===== config.mk =====
export PLATFORM = sky130hd
export DESIGN_NAME = spi_ctrl
export DESIGN_NICKNAME = d
export VERILOG_FILES = /design/src/rtl/spi_ctrl.sv
export SDC_FILE = /design/constraint.sdc
export NUM_CORES = 1
export LEC_CHECK = 0
export ABC_AREA = 0
export CORE_MARGIN = 2
export CORE_UTILIZATION = 45
export DETAILED_ROUTE_END_ITERATION = 10
export PLACE_DENSITY = 0.72
export SLEW_MARGIN = 5
export SYNTH_ARGS = -nofsm -noshare
export SYNTH_HDL_FRONTEND = slang
export SYNTH_SLANG_ARGS = --single-unit

===== constraint.sdc =====
create_clock -name clk -period 1.45 [get_ports clk]
set_input_delay 0.2175 -clock clk [delete_from_list [all_inputs] [get_ports clk]]
set_output_delay 0.2175 -clock clk [all_outputs]
set_load 0.03 [all_outputs]

===== src/rtl/spi_ctrl.sv =====
// spi_ctrl: mode-0 SPI sequencing controller for the 16-bit shift datapath.
// Optional sticky irq output when SPI_CTRL_IRQ_EN is defined.
`timescale 1ns/1ps

module spi_ctrl #(
    parameter int WIDTH  = 16,
    parameter int CLKDIV = 4
) (
    input  logic clk,
    input  logic rst,
    input  logic cpu_wr,
    input  logic cpu_rd,
    output logic busy,
    output logic rx_valid,
    output logic sclk,
    output logic cs_n,
    output logic we,
    output logic oe,
    output logic i_load,
    output logic i_en,
    output logic done,
    output logic tbuf_mosi_oe
`ifdef SPI_CTRL_IRQ_EN
    ,
    output logic irq
`endif
);

    localparam int DW = $clog2(CLKDIV);
    localparam int BW = $clog2(WIDTH + 1);

    typedef enum logic [2:0] {
        IDLE,
        LEAD,
        SHIFT_HI,
        SHIFT_LO,
        TRAIL,
        DONE
    } state_t;

    state_t        state;
    state_t        state_nx;
    logic [DW-1:0] div_cnt;
    logic [DW-1:0] div_nx;
    logic [BW-1:0] bit_cnt;
    logic [BW-1:0] bit_nx;
    logic          div_end;
    logic          frame_nx;

    assign div_end = (div_cnt == DW'(CLKDIV - 1));

    always_comb begin
        state_nx = state;
        div_nx   = div_cnt;
        bit_nx   = bit_cnt;
        we       = 1'b0;
        i_load   = 1'b0;
        oe       = cpu_rd;
        i_en     = 1'b0;
        done     = 1'b0;
        unique case (state)
            IDLE: begin
                div_nx = '0;
                bit_nx = '0;
                // A write wins over a same-cycle read to avoid bus contention
                if (cpu_wr) begin
                    we       = 1'b1;
                    i_load   = 1'b1;
                    oe       = 1'b0;
                    state_nx = LEAD;
                end
            end
            LEAD: begin
                div_nx = div_cnt + 1'b1;
                if (div_end) begin
                    div_nx   = '0;
                    state_nx = SHIFT_HI;
                end
            end
            SHIFT_HI: begin
                i_en   = (div_cnt == '0);
                div_nx = div_cnt + 1'b1;
                if (div_end) begin
                    div_nx   = '0;
                    state_nx = SHIFT_LO;
                end
            end
            SHIFT_LO: begin
                div_nx = div_cnt + 1'b1;
                if (div_end) begin
                    div_nx = '0;
                    bit_nx = bit_cnt + 1'b1;
                    if (bit_cnt < BW'(WIDTH - 1))
                        state_nx = SHIFT_HI;
                    else
                        state_nx = TRAIL;
                end
            end
            TRAIL: begin
                div_nx = div_cnt + 1'b1;
                if (div_end) begin
                    div_nx   = '0;
                    state_nx = DONE;
                end
            end
            DONE: begin
                done     = 1'b1;
                div_nx   = '0;
                bit_nx   = '0;
                state_nx = IDLE;
            end
            default: begin
                div_nx   = '0;
                bit_nx   = '0;
                state_nx = IDLE;
            end
        endcase
    end

    assign frame_nx = (state_nx == LEAD) || (state_nx == SHIFT_HI)
                   || (state_nx == SHIFT_LO) || (state_nx == TRAIL);

    // Pins are registered from the next state so they line up with state
    always_ff @(posedge clk or negedge rst) begin
        if (!rst) begin
            state    <= IDLE;
            div_cnt  <= '0;
            bit_cnt  <= '0;
            sclk     <= 1'b0;
            cs_n     <= 1'b1;
            rx_valid <= 1'b0;
        end else begin
            state   <= state_nx;
            div_cnt <= div_nx;
            bit_cnt <= bit_nx;
            sclk    <= (state_nx == SHIFT_HI);
            cs_n    <= !frame_nx;
            if (done)
                rx_valid <= 1'b1;
            else if (oe)
                rx_valid <= 1'b0;
        end
    end

`ifdef SPI_CTRL_IRQ_EN
    always_ff @(posedge clk or negedge rst) begin
        if (!rst)
            irq <= 1'b0;
        else if (done)
            irq <= 1'b1;
        else if (oe)
            irq <= 1'b0;
    end
`endif

    assign busy         = (state != IDLE);
    assign tbuf_mosi_oe = !cs_n;

endmodule


[Yosys cells after proc, flatten, opt, wreduce, memory -nomap -nowiden]
Cells that the tools add are included.
Word-level totals
  flip-flop bits (word level): 13
  bits in latches: 0
  bits in writable memories: 0
  bits in read-only memories: 0
  bits of input ports: 4
  memories: 0
Operators by class
  add/subtract/negate cells: 2
  multipliers: 0
  divide/modulo/power cells: 0
  order comparisons: 1
  eq/ne operators: 11
  shifts and indexed selects: 0
  muxes and demuxes: 19
  bitwise operators: 1
  reductions and logical operators: 12
Operators with widths (number)
  two-way mux 3 bit: 6
  case mux 3 bit (5 select lines): 1
  == test 3 x 2 -> 1 bit, second input constant: 4
  case mux 5 bit (2 select lines): 1
  == test 3 bit, second input constant: 3
  two-way mux 1 bit: 8
  == test 3 x 1 -> 1 bit, second input constant: 2
  adder 5 x 1 -> 5 bit, second input constant: 1
  < comparator 5 x 4 -> 1 bit, second input constant: 1
  two-way mux 5 bit: 1
  two-way mux 2 bit: 2
  OR reduction 4 bit: 1
  logical NOT 3 bit: 1
  logical OR 1 bit: 3
  nonzero test 3 bit: 1
  OR reduction 3 bit: 1
  adder 2 x 1 -> 2 bit, second input constant: 1
  == test 2 bit, second input constant: 1
  logical NOT 1 bit: 2
  logical NOT 2 bit: 1
  != test 2 bit, second input constant: 1
  AND reduction 2 bit: 1
  nonzero test 2 bit: 1
  NOT 1 bit: 1

[Longest topological paths before layout]
Gate-level depths: netlist of run 1.
  word-level depth: 9
  depth in mapped cells: 6
  mapped depth without buffers: 5

[Worst setup path after synthesis of run 1]
OpenSTA, ideal clock, no wires.
  kind: register to register
  from: reg state[0]
  to: reg rx_valid
  setup time: 0.147 ns
  data arrival time: 1.438 ns
  path slack: -0.136 ns
  cell stages (with the launch flop): 6
  period minus slack after synthesis: 1.586 ns
  path through: dfrtp_1 buf_2 nor3_1 and2_1 nor2b_1 o22ai_1
Between the ends
  cells in the longest elaborated chain, start to end: 3
Ends and longest elaborated chain
  start: declaration: line 41  | state_t state;
  start signal: assignment: line 133  | state <= state_nx;
  logical NOT 3 bit: line 61  | unique case (state)
  two-way mux 1 bit: line 61
  net oe: line 18  | output logic oe,
  nonzero test 2 bit (no source line)
  end signal: assignment: line 131  | rx_valid <= 1'b0;
  end signal: assignment: line 139  | rx_valid <= 1'b1;
  end signal: assignment: line 141  | rx_valid <= 1'b0;
  end: declaration: line 14  | output logic rx_valid,
The timed path passes the listed nets, and every way through them passes these cells.
A chain may end at the register's enable or synchronous reset.

[Worst setup path after layout of run 1]
  from: reg state[2]
  to: out oe
Between the ends
  cells in the longest elaborated chain, start to end: 2
Ends and longest elaborated chain (line)
  logical NOT 3 bit: 61
  two-way mux 1 bit: 61
  end: declaration: 18
Every way passes these cells.

==> out/metrics.yaml, run 1 <==
post_drt_wl_per_cell_um: 15.2
ys_seq_area_frac: 0.431
crit_path_end_kind: "output port"
port_buffers: 13
fin_cells: 120
finalHoldViolCount: 0
relSlewSlack: 0.763
clock_path_buffers: 2
fin_skew_ns: 0.000901
violations: "negative setup slack"
grt_setup_unrepaired: "true"
max-cap-violations: 0
final_max_slew_viol_count: 0
post-route-util: 0.649
first_pass_iters: 4
root_buffer: "clkbuf_4"
dieWidth_um: 45.0
fmax_mhz: 677
setup_violations: 3
coreArea_um2: 1540
grt_pass1_vias: 644
start_util: 0.491
syn_area_per_cell_um2: 9.12
crit_required_ns: 1.23
drt_iter0_markers: 23
cts_sinks: 13
period_needed_ns: 1.48
via_count: 684
hold_path_class: "in -> async"
seqCellArea_um2: 327
detail-route-antenna-nets: 0
ys_warn_count: 0
dp.cells: 112
status: "complete, but fails checks"
power.total_mw: 0.625
place_ws_ns: -0.0572
io_pins: 14
power_density_nw_per_um2: 625
row_count: 14
n_antenna_cell: 0
syn-num-nets: 90
synth_area_um2: 757
nFillCells: 129
dieArea_um2: 2030
power_leakage_nw: 0.454
cts_buffers: 3
cp_max_fo: 3
finalNetCount: 112
grtUsageTotal: 0.196
irDropWorstVdd_mv: 0.536
gp_congestion: 0.831
place_hpwl_um: 1130
grt_antenna_before_repair: 0
fin_crit_sh: 1.02
grt.overflow.total: 0
worst_ep_arrival_time_ns: 1.26
cts_tree: "built"
ys_types: 38
die_h_um: 45.0
insertion_delay_ns: 0.28
grt_pass1_wl_um: 2910
startpoint_type: "flop"
drcViolationCount: 0
multi_input_area_um2: 387
synthCells: 83
grt_max_degree: 17
drive_gt1_frac: 0.308
via_per_inst: 5.70
crit_type: "reg -> out"
cts_max_level: 1
tightest_slew_ns: 0.351
ys_seq_elements: 13
r2r_slack_ns: 0.04
area_growth_pct: 32.2
fin_ws_ns: -0.0270
cts.clk_slew.worst_paths_ns: 0.08
drt-total-wl_um: 1830
==> registers in the layout, summed over array words and instances, names as in the netlist <==
register,cells
state,3
bit_cnt,5
rx_valid,1
cs_n,1
div_cnt,2
sclk,1
==> layout by cell type (no fill, tap or decap), types with 2 or more instances in the layout <==
cell type,count
clkdlybuf4s50_1,3
a31oi_1,2
buf_4,9
inv_1,5
nor3_1,4
ha_1,2
o22ai_1,2
clkbuf_4,3
buf_6,7
nand2b_1,2
nor2_1,3
nand2_1,6
o21ai_1,2
nand3_1,2
a21o_1,2
dlygate4sd2_1,4
dfrtp_1,12
o21ai_0,2
a21oi_1,4
o31ai_1,2
==> synthesized netlist by cell type <==
library cell  number  share of area
and4_1             1          0.012
ha_1               3          0.050
and2_1             1         0.0083
mux2_2             1          0.015
buf_6              1          0.015
clkbuf_1           1         0.0050
xor2_1             1          0.012
nand4_1            1         0.0083
a22o_1             1          0.012
or3_1              1         0.0083
dfstp_2            1          0.035
nand2_1            7          0.035
o21ai_1            1         0.0066
dfrtp_1           12           0.40
buf_2              3          0.020
nor2b_1            1         0.0083
and3_1             1         0.0083
a41oi_1            1          0.012
o21ai_0            3          0.020
a211o_1            1          0.012
nand2b_1           2          0.017
buf_4              2          0.020
a31oi_1            2          0.017
a21o_1             2          0.020
inv_4              1         0.0083
o41ai_1            1          0.012
and2_2             1         0.0099
nor2_1             4          0.020
nor2b_2            1          0.012
and3b_1            1          0.012
inv_1              5          0.025
o31ai_1            2          0.020
a21oi_1            5          0.033
nor3_1             5          0.033
nand3_1            2          0.013
nor4_1             1         0.0083
o22ai_1            2          0.017
o211ai_1           1         0.0099
==> through the flow <==
stage / setup TNS, ns / cell area (um2) / hold WS (ns)
2_1_floorplan: 0 / 761 / -0.0781
3_3_place_gp: -0.00581 / 906 / 0.454
3_5_place_dp: -0.0572 / 906 / 0.454
4_1_cts: -0.0815 / 993 / 0.241
5_1_grt: -0.263 / 1000 / 0.257
6_report: -0.0358 / 1000 / 0.238
==> path summary, 6_finish.rpt <==
| kind | from | depth (start not counted) | end |
|---|---|---|---|
| worst max-delay path | state[2]$_DFF_PN0_ | 4 | oe |
| worst min-delay path | rst | 2 | bit_cnt[4]$_DFFE_PN0P_ |
| worst max register to register | div_cnt[0]$_DFF_PN0_ | 5 | bit_cnt[0]$_DFFE_PN0P_ |
| worst min register to register | div_cnt[0]$_DFF_PN0_ | 1 | div_cnt[0]$_DFF_PN0_ |
| max in group asynchronous | rst | 2 | cs_n$_DFF_PN1_ |
| min in group clk | div_cnt[0]$_DFF_PN0_ | 1 | div_cnt[0]$_DFF_PN0_ |
==> layer usage <==
metal  GRT usage  vias to the layer above  wire length [um]
li1            -                      335                 -
met1       0.280                      320               822
met2       0.289                       25               872
met3      0.0440                        4                90
met4      0.0765                        0                42
met5           0                        -                 0
==> critical path: stages, from the launching register on <==
cell	delay (ns)
dfrtp_1	0.40
nor3_2	0.21
and2_4	0.18
nor2b_2	0.05
buf_6	0.13
==> logic make-up after synthesis <==
kind of cell / count (synthesis) / share of synthesized area
AO/OA/AOI/OAI: 22 / 0.188
XOR/XNOR: 1 / 0.0116
adder cells (fa/ha/maj): 3 / 0.0496
buffers and inverters: 13 / 0.0926
flip-flops: 13 / 0.431
multiplexers: 1 / 0.0149
AND/OR/NAND/NOR: 30 / 0.212
==> where the power goes <==
part	total [mW]	internal (mW)	switching [mW]
sequential	0.362	0.362	0.0000000000000000531
clock	0.234	0.107	0.128
combinational	0.0283	0.0142	0.0141
==> final cells by class <==
class                   instances  area share
flip-flops and latches         13       0.326
repair buffers                 24       0.216
well taps                      16      0.0200
clock buffers                   4      0.0263
multi-input cells              57       0.386
inverters                       6      0.0250
==> timing repair <==
action                     4_1_cts  5_1_grt
pin swaps                        1        0
hold buffers                     0        0
hold endpoints to repair         0        0
gates resized for setup         17        7
setup buffers                    4        0
setup endpoints to repair        9       11
Note: power is estimated with default switching activity, not from simulation.
==> inputs of run 2 (changes only) <==
--- a/config.mk
+++ b/config.mk
@@ -7,9 +7,9 @@
 export LEC_CHECK = 0
 export ABC_AREA = 0
 export CORE_MARGIN = 2
-export CORE_UTILIZATION = 45
+export CORE_UTILIZATION = 49
 export DETAILED_ROUTE_END_ITERATION = 10
-export PLACE_DENSITY = 0.72
+export PLACE_DENSITY = 0.75
 export SLEW_MARGIN = 5
 export SYNTH_ARGS = -nofsm -noshare
 export SYNTH_HDL_FRONTEND = slang
==> constraint.sdc (replaced) <==
create_clock -name clk -period 1.6 [get_ports clk]
set_input_delay 0.24 -clock clk [delete_from_list [all_inputs] [get_ports clk]]
set_output_delay 0.24 -clock clk [all_outputs]
set_load 0.03 [all_outputs]
==> run 2 against run 1 <==
The flow now finishes without violations; sequential power decreased by 9.4%; clock-buffer cell count unchanged; power decreased by 9.2%; clock skew increased by 0.0092 ns; sequential cell count unchanged; design area decreased by 7.6%; worst hold slack improved by 0.0070 ns; first-iteration DRC count decreased by 61%; via count decreased by 5.0%; combinational power decreased by 22%; largest cell class unchanged.
==> out/metrics.yaml, run 2 (synthesized netlist as in run 1, its figures left out) <==
drive_gt1_frac: 0.212
layout_common_cells: "dfrtp_1, buf_4, nand2_1"
period_needed_ns: 1.56
final_max_slew_viol_count: 0
setup_violations: 0
grt_pass1_vias: 651
place_hpwl_um: 1110
drcViolationCount: 0
n_antenna_cell: 0
crit_required_ns: 1.36
drt_iter0_markers: 9
hold_buffers: 0
cts_sinks: 13
cts_max_level: 1
cts.clk_slew.worst_paths_ns: 0.09
worst_ep_arrival_time_ns: 1.32
grtUsageTotal: 0.189
grt_max_degree: 17
tightest_slew_ns: 0.305
startpoint_type: "flop"
via_count: 650
met3_usage: 0.0553
finalNetCount: 107
grt-busiest-layer: "met2"
first_pass_iters: 4
irDropWorstVdd_mv: 0.651
relSlewSlack: 0.794
detail-route-antenna-nets: 0
max-cap-violations: 0
cts_buffers: 3
hold_path_class: "in -> async"
reg2reg_depth: 5
die_h_um: 43.3
largest_registers: "bit_cnt: 5 flops, state: 3 flops, div_cnt: 2 flops"
via_per_inst: 5.65
top_register: "bit_cnt"
area_growth_pct: 22.1
crit_path_end_kind: "output port"
r2r-start: "div_cnt[0]$_DFF_PN0_"
post_drt_wl_per_cell_um: 13.3
row_count: 14
insertion_delay_ns: 0.29
power_density_nw_per_um2: 614
cp_max_fo: 14
grt_setup_unrepaired: "true"
start_util: 0.514
coreArea_um2: 1470
fmax_mhz: 641
grt_pass1_wl_um: 2590
crit_type: "reg -> out"
cts_setup_buffers: 0
cts_tree: "built"
fin_skew_ns: 0.0101
fin_cells: 115
place_ws_ns: 0.0919
grt.overflow.total: 0
dieArea_um2: 1880
grtUsageMet2: 0.307
largest_reg_flops: 5
io_pins: 14
gp_congestion: 0.815
fin_ws_ns: 0.0403
met1_usage: 0.217
grt_antenna_before_repair: 0
mostFrequentLayoutCell: "dfrtp_1"
power.total_mw: 0.568
drt-total-wl_um: 1530
nFillCells: 135
power_leakage_nw: 0.414
dp.cells: 111
fin_crit_sh: 0.975
post-route-util: 0.628
crit_start: "state[1]$_DFF_PN0_"
dieWidth_um: 43.3
clock_path_buffers: 2
root_buffer: "clkbuf_4"
finalHoldViolCount: 0
status: "completed"
port_buffers: 13
run 2: cell types whose count changed in the layout (fill, tap and decap cells not counted), sizes merged:
cell / change
buf: -6
dlygate4sd2: -2
clkbuf: +1
clkdlybuf4s50: +2
run 2: cell type report:
cell class	instances	area (um2)	share of cell area
clock buffer	4	26.3	0.0284
inverter	6	25.0	0.0271
tap	16	20.0	0.0217
sequential	13	327	0.353
multi-input combinational	57	368	0.398
timing repair buffer	19	159	0.172
run 2: path summary, 6_finish.rpt:
check | endpoint | slack [ns]
max in group asynchronous | cs_n$_DFF_PN1_ | 1.11
max reg2reg | bit_cnt[3]$_DFFE_PN0P_ | 0.22
min | bit_cnt[4]$_DFFE_PN0P_ | 0.25
max | i_en | 0.04
min reg2reg | div_cnt[0]$_DFF_PN0_ | 0.47
min in group clk | div_cnt[0]$_DFF_PN0_ | 0.47
run 2: report_power, final:
group / leakage [nW] / switching (mW) / total, mW / internal [mW]
logic: 0.246 / 0.0119 / 0.0222 / 0.0102
clock network: 0.0150 / 0.120 / 0.217 / 0.0971
registers: 0.153 / 0.0000000000000000524 / 0.328 / 0.328
total: 0.414 / 0.132 / 0.568 / 0.436
run 2: worst max-delay path, cell delays in order, from the launching register on:
cell	delay [ns]
dfrtp_1	0.37
buf_6	0.16
nor2b_4	0.17
and3b_1	0.17
buf_4	0.15
run 2: stage by stage:
step,setup TNS [ns],area (um2),hold slack (ns)
3_3_place_gp,0,895,0.444
4_1_cts,0,921,0.257
6_report,0,925,0.245
3_5_place_dp,0,895,0.468
2_1_floorplan,0,757,-0.0556
5_1_grt,-0.0623,925,0.261
run 2: layer usage:
layer / up-vias / share of wire
li1: 329 / -
met4: 0 / 0.018
met2: 17 / 0.49
met1: 302 / 0.45
met5: - / 0
met3: 2 / 0.041
run 2: repair_timing:
action                                  4_1_cts  5_1_grt
resized for setup                             4        4
endpoints found under the setup margin        4        3
pin swaps                                     0        1
